## src/rtl/palindrome_detector.sv

```systemverilog
// Sliding-window serial palindrome detector with registered flag, fill tracking and window view.
// Optional saturating match counter: define PALINDROME_MATCH_CNT_EN to build it.
module palindrome_detector #(
   parameter int LEN   = 5,
   parameter int CNT_W = 16
) (
   input  logic             clk,
   input  logic             reset,
   input  logic             clear_i,
   input  logic             valid_i,
   input  logic             x_i,
   output logic             palindrome_o,
   output logic [LEN-1:0]   window_o,
   output logic             full_o,
   output logic [CNT_W-1:0] match_cnt_o
);
   localparam int                FILL_W   = $clog2(LEN + 1);
   localparam logic [FILL_W-1:0] FILL_MAX = FILL_W'(LEN);

   function automatic logic f_is_sym(input logic [LEN-1:0] w);
      logic sym;
      sym = 1'b1;
      for (int i = 0; i < LEN / 2; i++) begin
         sym = sym & (w[i] == w[LEN-1-i]);
      end
      return sym;
   endfunction

   logic [LEN-1:0]    r_window;
   logic [FILL_W-1:0] r_fill;
   logic              r_full;
   logic              r_pal;

   logic [LEN-1:0]    w_window_nxt;
   logic [FILL_W-1:0] w_fill_nxt;
   logic              w_full_nxt;
   logic              w_pal_nxt;

   // Post-shift window, saturating fill and the evaluation it feeds.
   always_comb begin
      w_window_nxt = {r_window[LEN-2:0], x_i};
      if (r_fill == FILL_MAX) begin
         w_fill_nxt = r_fill;
      end else begin
         w_fill_nxt = r_fill + FILL_W'(1);
      end
      w_full_nxt = (w_fill_nxt == FILL_MAX);
      w_pal_nxt  = w_full_nxt & f_is_sym(w_window_nxt);
   end

   // Window, fill and flag state; clear outranks an accepted bit.
   always_ff @(posedge clk or negedge reset) begin
      if (!reset) begin
         r_window <= {LEN{1'b0}};
         r_fill   <= {FILL_W{1'b0}};
         r_full   <= 1'b0;
         r_pal    <= 1'b0;
      end else if (clear_i) begin
         r_window <= {LEN{1'b0}};
         r_fill   <= {FILL_W{1'b0}};
         r_full   <= 1'b0;
         r_pal    <= 1'b0;
      end else if (valid_i) begin
         r_window <= w_window_nxt;
         r_fill   <= w_fill_nxt;
         r_full   <= w_full_nxt;
         r_pal    <= w_pal_nxt;
      end
   end

   assign palindrome_o = r_pal;
   assign window_o     = r_window;
   assign full_o       = r_full;

`ifdef PALINDROME_MATCH_CNT_EN
   logic [CNT_W-1:0] r_cnt;

   // Counts accepting edges that raise the flag; holds at all-ones.
   always_ff @(posedge clk or negedge reset) begin
      if (!reset) begin
         r_cnt <= {CNT_W{1'b0}};
      end else if (clear_i) begin
         r_cnt <= {CNT_W{1'b0}};
      end else if (valid_i && w_pal_nxt && (r_cnt != {CNT_W{1'b1}})) begin
         r_cnt <= r_cnt + CNT_W'(1);
      end
   end

   assign match_cnt_o = r_cnt;
`else
   assign match_cnt_o = {CNT_W{1'b0}};
`endif

endmodule

```

## config.mk

```make
export PLATFORM = sky130hd
export DESIGN_NAME = palindrome_detector
export DESIGN_NICKNAME = d
export VERILOG_FILES = /design/src/rtl/palindrome_detector.sv
export SDC_FILE = /design/constraint.sdc
export NUM_CORES = 1
export LEC_CHECK = 0
export BUFFER_PORTS_ARGS = -buffer_cell sky130_fd_sc_hd__buf_2
export CORE_UTILIZATION = 44
export CTS_CLUSTER_SIZE = 40
export DETAILED_ROUTE_END_ITERATION = 16
export GPL_TIMING_DRIVEN = 0
export HOLD_SLACK_MARGIN = 0.15
export PLACE_DENSITY_LB_ADDON = 0.08
export SYNTH_ARGS = -nofsm -noshare
export SYNTH_HDL_FRONTEND = slang
export SYNTH_SLANG_ARGS = --single-unit
```

## constraint.sdc

```tcl
create_clock -name clk -period 1.56 [get_ports clk]
set_input_delay 0.39 -clock clk [delete_from_list [all_inputs] [get_ports clk]]
set_output_delay 0.39 -clock clk [all_outputs]
set_load 0.01 [all_outputs]
```

==> reports/qor.yml, run 1 <==
layout.nets: 100
area_growth_pct: 25.8
fin_area_sq_um: 776
die_x_microns: 39.4
end_kind: "register"
leakage_uw: 0.000464
outcome: "completed"
crit-reg2reg-launch: "r_fill[1]"
final_cells: 106
r2r_slack_ps: 140
avgRoutedWirePerCell_microns: 9.37
die_area_sq_um: 1560
crit_required_ps: 1720
grt_pass1_wl_microns: 1530
power_density_nw_per_um2: 729
synthAdderAreaFrac_pct: 4.06
antenna_cells: 0
synth_simple_gate_area_share_pct: 10.8
synth_xor_xnor_area_share_pct: 4.26
clk_pin_slew_ps: 60
dp.cells: 102
antenna_found_initial: 0
clock_path_buffers: 2
globalplace.congestion: 0.646
grt_pass1_vias: 375
ant_nets: 0
dieHeight_microns: 39.4
route.detailed.drc: 0
clk_latency_ps: 250
ys_seq_elements: 10
placed_area_sq_um: 737
rsz0062_at_grt: "false"
cp.arrival_ps: 1570
min_path_cells: 3
synth_compound_area_share_pct: 8.92
vias_per_cell: 4.11
ios: 28
drtIter0Drc: 10
yosys.area.top_type: "dfrtp_1"
final_core_util_pct: 59.6
synth_top_family_by_area: "buffers and inverters"
cts-buffers-inserted: 3
p_int_uw: 412
min_to: "window_o[0]"
finalCriticalPeriod_ps: 1420
fin_crit_sh_pct: 90.7
h-tree-depth: 1
power_switching_uw: 153
fin_skew_ps: 1.69
grt_overflow: 0
drive_gt1_share_pct: 35.2
cp-start-kind: "register"
synth_cell_types: 20
grtUsageTotal_pct: 15.4
start_util_pct: 47.4
postSynthAreaPerCell_sq_um: 9.79
grt_max_degree: 11
muxShareOfSynthArea_pct: 8.11
p_seq_share_pct: 49.5
dp_hpwl_microns: 745
switching_share_pct: 27.1
critPathKind: "reg2reg"
post_cts_buffers: 0
numPortBuffers: 9
p_comb_share_pct: 20.5
ir_drop_mv: 0.490
final_hold_viol_count: 0
worstHoldStart: "x_i"
cts_tree: "done"
synthTopCellsByArea: "dfrtp_1 41%, buf_4 19%, mux2i_1 8.1%"
r2r_end: "palindrome_o"
maxCapViolations: 0
fmax_mhz: 707
r2r_cells: 5
syn_area_sq_um: 617
drv_slew: 0
critPathMaxFanout: 4
cts_root_buffer: "clkbuf_4"
seq_area_frac_synth_pct: 40.6
vias: 436
dr.pass1.iters: 4
rows: 13
synth_warnings: 0
cts.sinks: 10
core_sq_um: 1300
synth_top_area_share_pct: 40.6
fin_setup_tns_ps: 0
synthCells: 63
min_path_type: "in2reg"
drt-total-wl_microns: 993
finalSetupViolations: 0
clkPwrFrac_pct: 30.1
==> worst max-delay path, cell delays in order (launching register included) <==
cell and delay (ps):
dfrtp_1 410, inv_1 70, ha_1 200, nand3b_1 140, o2111ai_2 160, o41ai_2 340
==> cell type report <==
type / count / area, sq um
plain buffers: 18 / 129
clock buffers: 3 / 22.5
fillers: 133 / 526
inverters: 3 / 11.3
multi-input cells: 47 / 289
flip-flops and latches: 10 / 250
well taps: 15 / 18.8
repair buffers: 10 / 55.1
==> cell usage after synthesis, drive strengths merged <==
library cell and instances:
and4b 1, o41ai 1, xnor2 1, nand2 5
o2111ai 1, a31oi 1, clkbuf 1, inv 3
o21ai 1, nor2 8, xor2 2, dfrtp 10
mux2i 5, conb 1, buf 17, a211oi 1
a21boi 1, nand3b 1, ha 2
==> kinds of logic after synthesis <==
kind of cell    Yosys count
mux                       5
xor+xnor                  3
simple gates             15
buf+inv                  21
compound gates            6
other cells               1
fa+ha+maj                 2
flops                    10
==> metal layers <==
metal | vias up | GRT usage, % | wire, microns
li1 | 232 | - | -
met1 | 191 | 19.1 | 478
met2 | 11 | 22.1 | 462
met3 | 2 | 5.11 | 45
met4 | 0 | 10.3 | 7
met5 | - | 0 | 0
==> registers in the layout, summed over array words and instances, names as in the netlist <==
| name | flops |
|---|---|
| window_o | 5 |
| r_fill | 3 |
| palindrome_o | 1 |
| full_o | 1 |
==> what timing repair did <==
item | CTS | global route
setup endpoints to repair | 0 | 1
endpoints found under the hold margin | 10 | 0
gates resized for setup | 0 | 1
hold buffers | 1 | 0
==> layout by cell type (no fill, tap or decap), types with 2 or more instances in the layout <==
cell type,count
inv_1,3
conb_1,16
nor2_1,8
nand2_1,5
ha_1,2
dfrtp_1,10
clkbuf_4,3
mux2i_1,5
xor2_1,2
buf_2,10
buf_4,16
==> power by group through the flow <==
stage | logic, uW | clock network, uW | registers [uW]
6_report | 116 | 170 | 280
5_1_grt | 131 | 190 | 281
4_1_cts | 115 | 180 | 280
3_5_place_dp | 113 | 0 | 285
3_3_place_gp | 111 | 0 | 285
2_1_floorplan | 89.8 | 0 | 284
==> how the worst max path moves through the flow <==
| stage | start | endpoint | slack [ps] | depth (start not counted) |
|---|---|---|---|---|
| floorplan | r_fill[1] | palindrome_o | 230 | 5 |
| global placement | r_fill[1] | palindrome_o | 130 | 5 |
| detailed placement | r_fill[1] | palindrome_o | 130 | 5 |
| CTS | r_fill[1] | palindrome_o | 120 | 5 |
| global route | r_fill[1] | palindrome_o | 30 | 5 |
| finish | r_fill[1] | palindrome_o | 140 | 5 |
==> metrics by stage <==
step	setup slack [ps]	total power (uW)	hold slack, ps
final	145	565	430
after global routing	28.6	603	441
after CTS	116	574	428
after detailed placement	132	397	271
after global placement	130	396	265
after floorplan	232	374	94.4
(Power assumes the default switching activity.)
==> inputs of run 2 (changes only) <==
--- a/config.mk
+++ b/config.mk
@@ -6,7 +6,9 @@
 export NUM_CORES = 1
 export LEC_CHECK = 0
 export BUFFER_PORTS_ARGS = -buffer_cell sky130_fd_sc_hd__buf_2
-export CORE_UTILIZATION = 44
+export CELL_PAD_IN_SITES_DETAIL_PLACEMENT = 1
+export CELL_PAD_IN_SITES_GLOBAL_PLACEMENT = 2
+export CORE_UTILIZATION = 25
 export CTS_CLUSTER_SIZE = 40
 export DETAILED_ROUTE_END_ITERATION = 16
 export GPL_TIMING_DRIVEN = 0
==> reports/qor.yml, run 2 (synthesis results as in run 1) <==
leakage_uw: 0.000470  # was 0.000464 uW
cts_root_buffer: "clkbuf_4"  # unchanged
mostFrequentLayoutCells: "16 x buf_4, 16 x conb_1, 10 x buf_2, 10 x dfrtp_1, 8 x nor2_1"  # unchanged
crit_start: "r_fill[1]"  # unchanged
dieHeight_microns: 51.7  # was 39.4 microns
fin_setup_tns_ps: 0  # unchanged
whs_ps: 404  # was 430 ps
drive_gt1_share_pct: 35.9  # was 35.2%
outcome: "completed"  # unchanged
cts_tree: "done"  # unchanged
layout.nets: 100  # unchanged
ant_nets: 0  # unchanged
placed_area_sq_um: 753  # was 737 sq um
fmax_mhz: 693  # was 707 MHz
dp_hpwl_microns: 911  # was 745 microns
die_x_microns: 51.7  # was 39.4 microns
end_kind: "register"  # unchanged
h-tree-depth: 1  # unchanged
fin_crit_sh_pct: 92.4  # was 90.7%
ir_drop_mv: 0.391  # was 0.490 mV
cp.arrival_ps: 1610  # was 1570 ps
drt-total-wl_microns: 1170  # was 993 microns
cts-buffers-inserted: 3  # unchanged
final_core_util_pct: 35.2  # was 59.6%
grt_pass1_wl_microns: 2040  # was 1530 microns
dr.pass1.iters: 2  # was 4
grt_pass1_vias: 457  # was 375
finalCriticalPeriod_ps: 1440  # was 1420 ps
start_util_pct: 27.1  # was 47.4%
worstHoldStart: "x_i"  # unchanged
vias_per_cell: 3.83  # was 4.11
grt_overflow: 0  # unchanged
final_hold_viol_count: 0  # unchanged
numPortBuffers: 9  # unchanged
area_growth_pct: 30.0  # was 25.8%
grt_max_degree: 11  # unchanged
vias: 460  # was 436
post_cts_buffers: 0  # unchanged
avgRoutedWirePerCell_microns: 9.78  # was 9.37 microns
drv_slew: 0  # unchanged
rsz0062_at_grt: "false"  # unchanged
globalplace.congestion: 0.710  # was 0.646
core_sq_um: 2280  # was 1300 sq um
finalSetupViolations: 0  # unchanged
crit-reg2reg-launch: "r_fill[1]"  # unchanged
clk_latency_ps: 260  # was 250 ps
die_area_sq_um: 2670  # was 1560 sq um
largest_reg_flops: 5  # unchanged
cp-start-kind: "register"  # unchanged
power_density_nw_per_um2: 783  # was 729 nW/um^2
grtUsageTotal_pct: 10.9  # was 15.4%
rows: 17  # was 13
antenna_cells: 0  # unchanged
fin_skew_ps: 3.36  # was 1.69 ps
drtIter0Drc: 2  # was 10
fin_area_sq_um: 802  # was 776 sq um
antenna_found_initial: 0  # unchanged
min_path_type: "in2reg"  # unchanged
route.detailed.drc: 0  # unchanged
clock_path_buffers: 2  # unchanged
cts.sinks: 10  # unchanged
critPathKind: "reg2reg"  # unchanged
maxCapViolations: 0  # unchanged
crit_required_ps: 1730  # was 1720 ps
critPathMaxFanout: 4  # unchanged
clk_pin_slew_ps: 70  # was 60 ps
ios: 28  # unchanged
[run 2: metal layers]
metal | part of all wire, % | track usage, %
met5 | 0 | 0
met4 | 1.1 | 5.41
met3 | 5.5 | 4.39
met2 | 51 | 17.7
met1 | 43 | 12.1
[run 2: timing repair]
item                                    in CTS  in global routing
resized for setup                            0                  1
hold buffers                                 1                  0
endpoints found under the setup margin       0                  1
hold endpoints to repair                    10                  0
[run 2: area by class of cell]
type	count	area [sq um]
repair buffers	10	55.1
flip-flops and latches	10	250
clock buffers	4	36.3
fillers	289	1470
inverters	3	11.3
multi-input cells	47	285
well taps	28	35.0
plain buffers	18	129
[run 2: power breakdown]
group          internal [uW]  switching (uW)
Clock                    142            89.5
Sequential               269            11.2
Combinational           55.5            61.6
[run 2: path summary, 6_finish.rpt]
check,end,slack (ps),depth (start not counted)
worst max-delay path,palindrome_o,120,5
worst max register to register,palindrome_o,120,5
max in group asynchronous,window_o[0],860,2
worst min-delay path,window_o[0],400,3
min in group asynchronous,r_fill[1],510,2
worst min register to register,palindrome_o,480,2
[run 2: worst max-delay path, cell delays in order (launching register included)]
cell	delay (ps)
dfrtp_1	410
inv_1	70
ha_2	210
nand3b_1	120
o2111ai_1	180
o41ai_2	360
[run 2: through the flow]
stage               setup slack [ps]  total power [uW]  std cells
finish                           118               628        120
global route                    6.70               680        120
CTS                             79.3               643        120
detailed placement               129               399        115
global placement                97.7               399        115
floorplan                        232               374         78
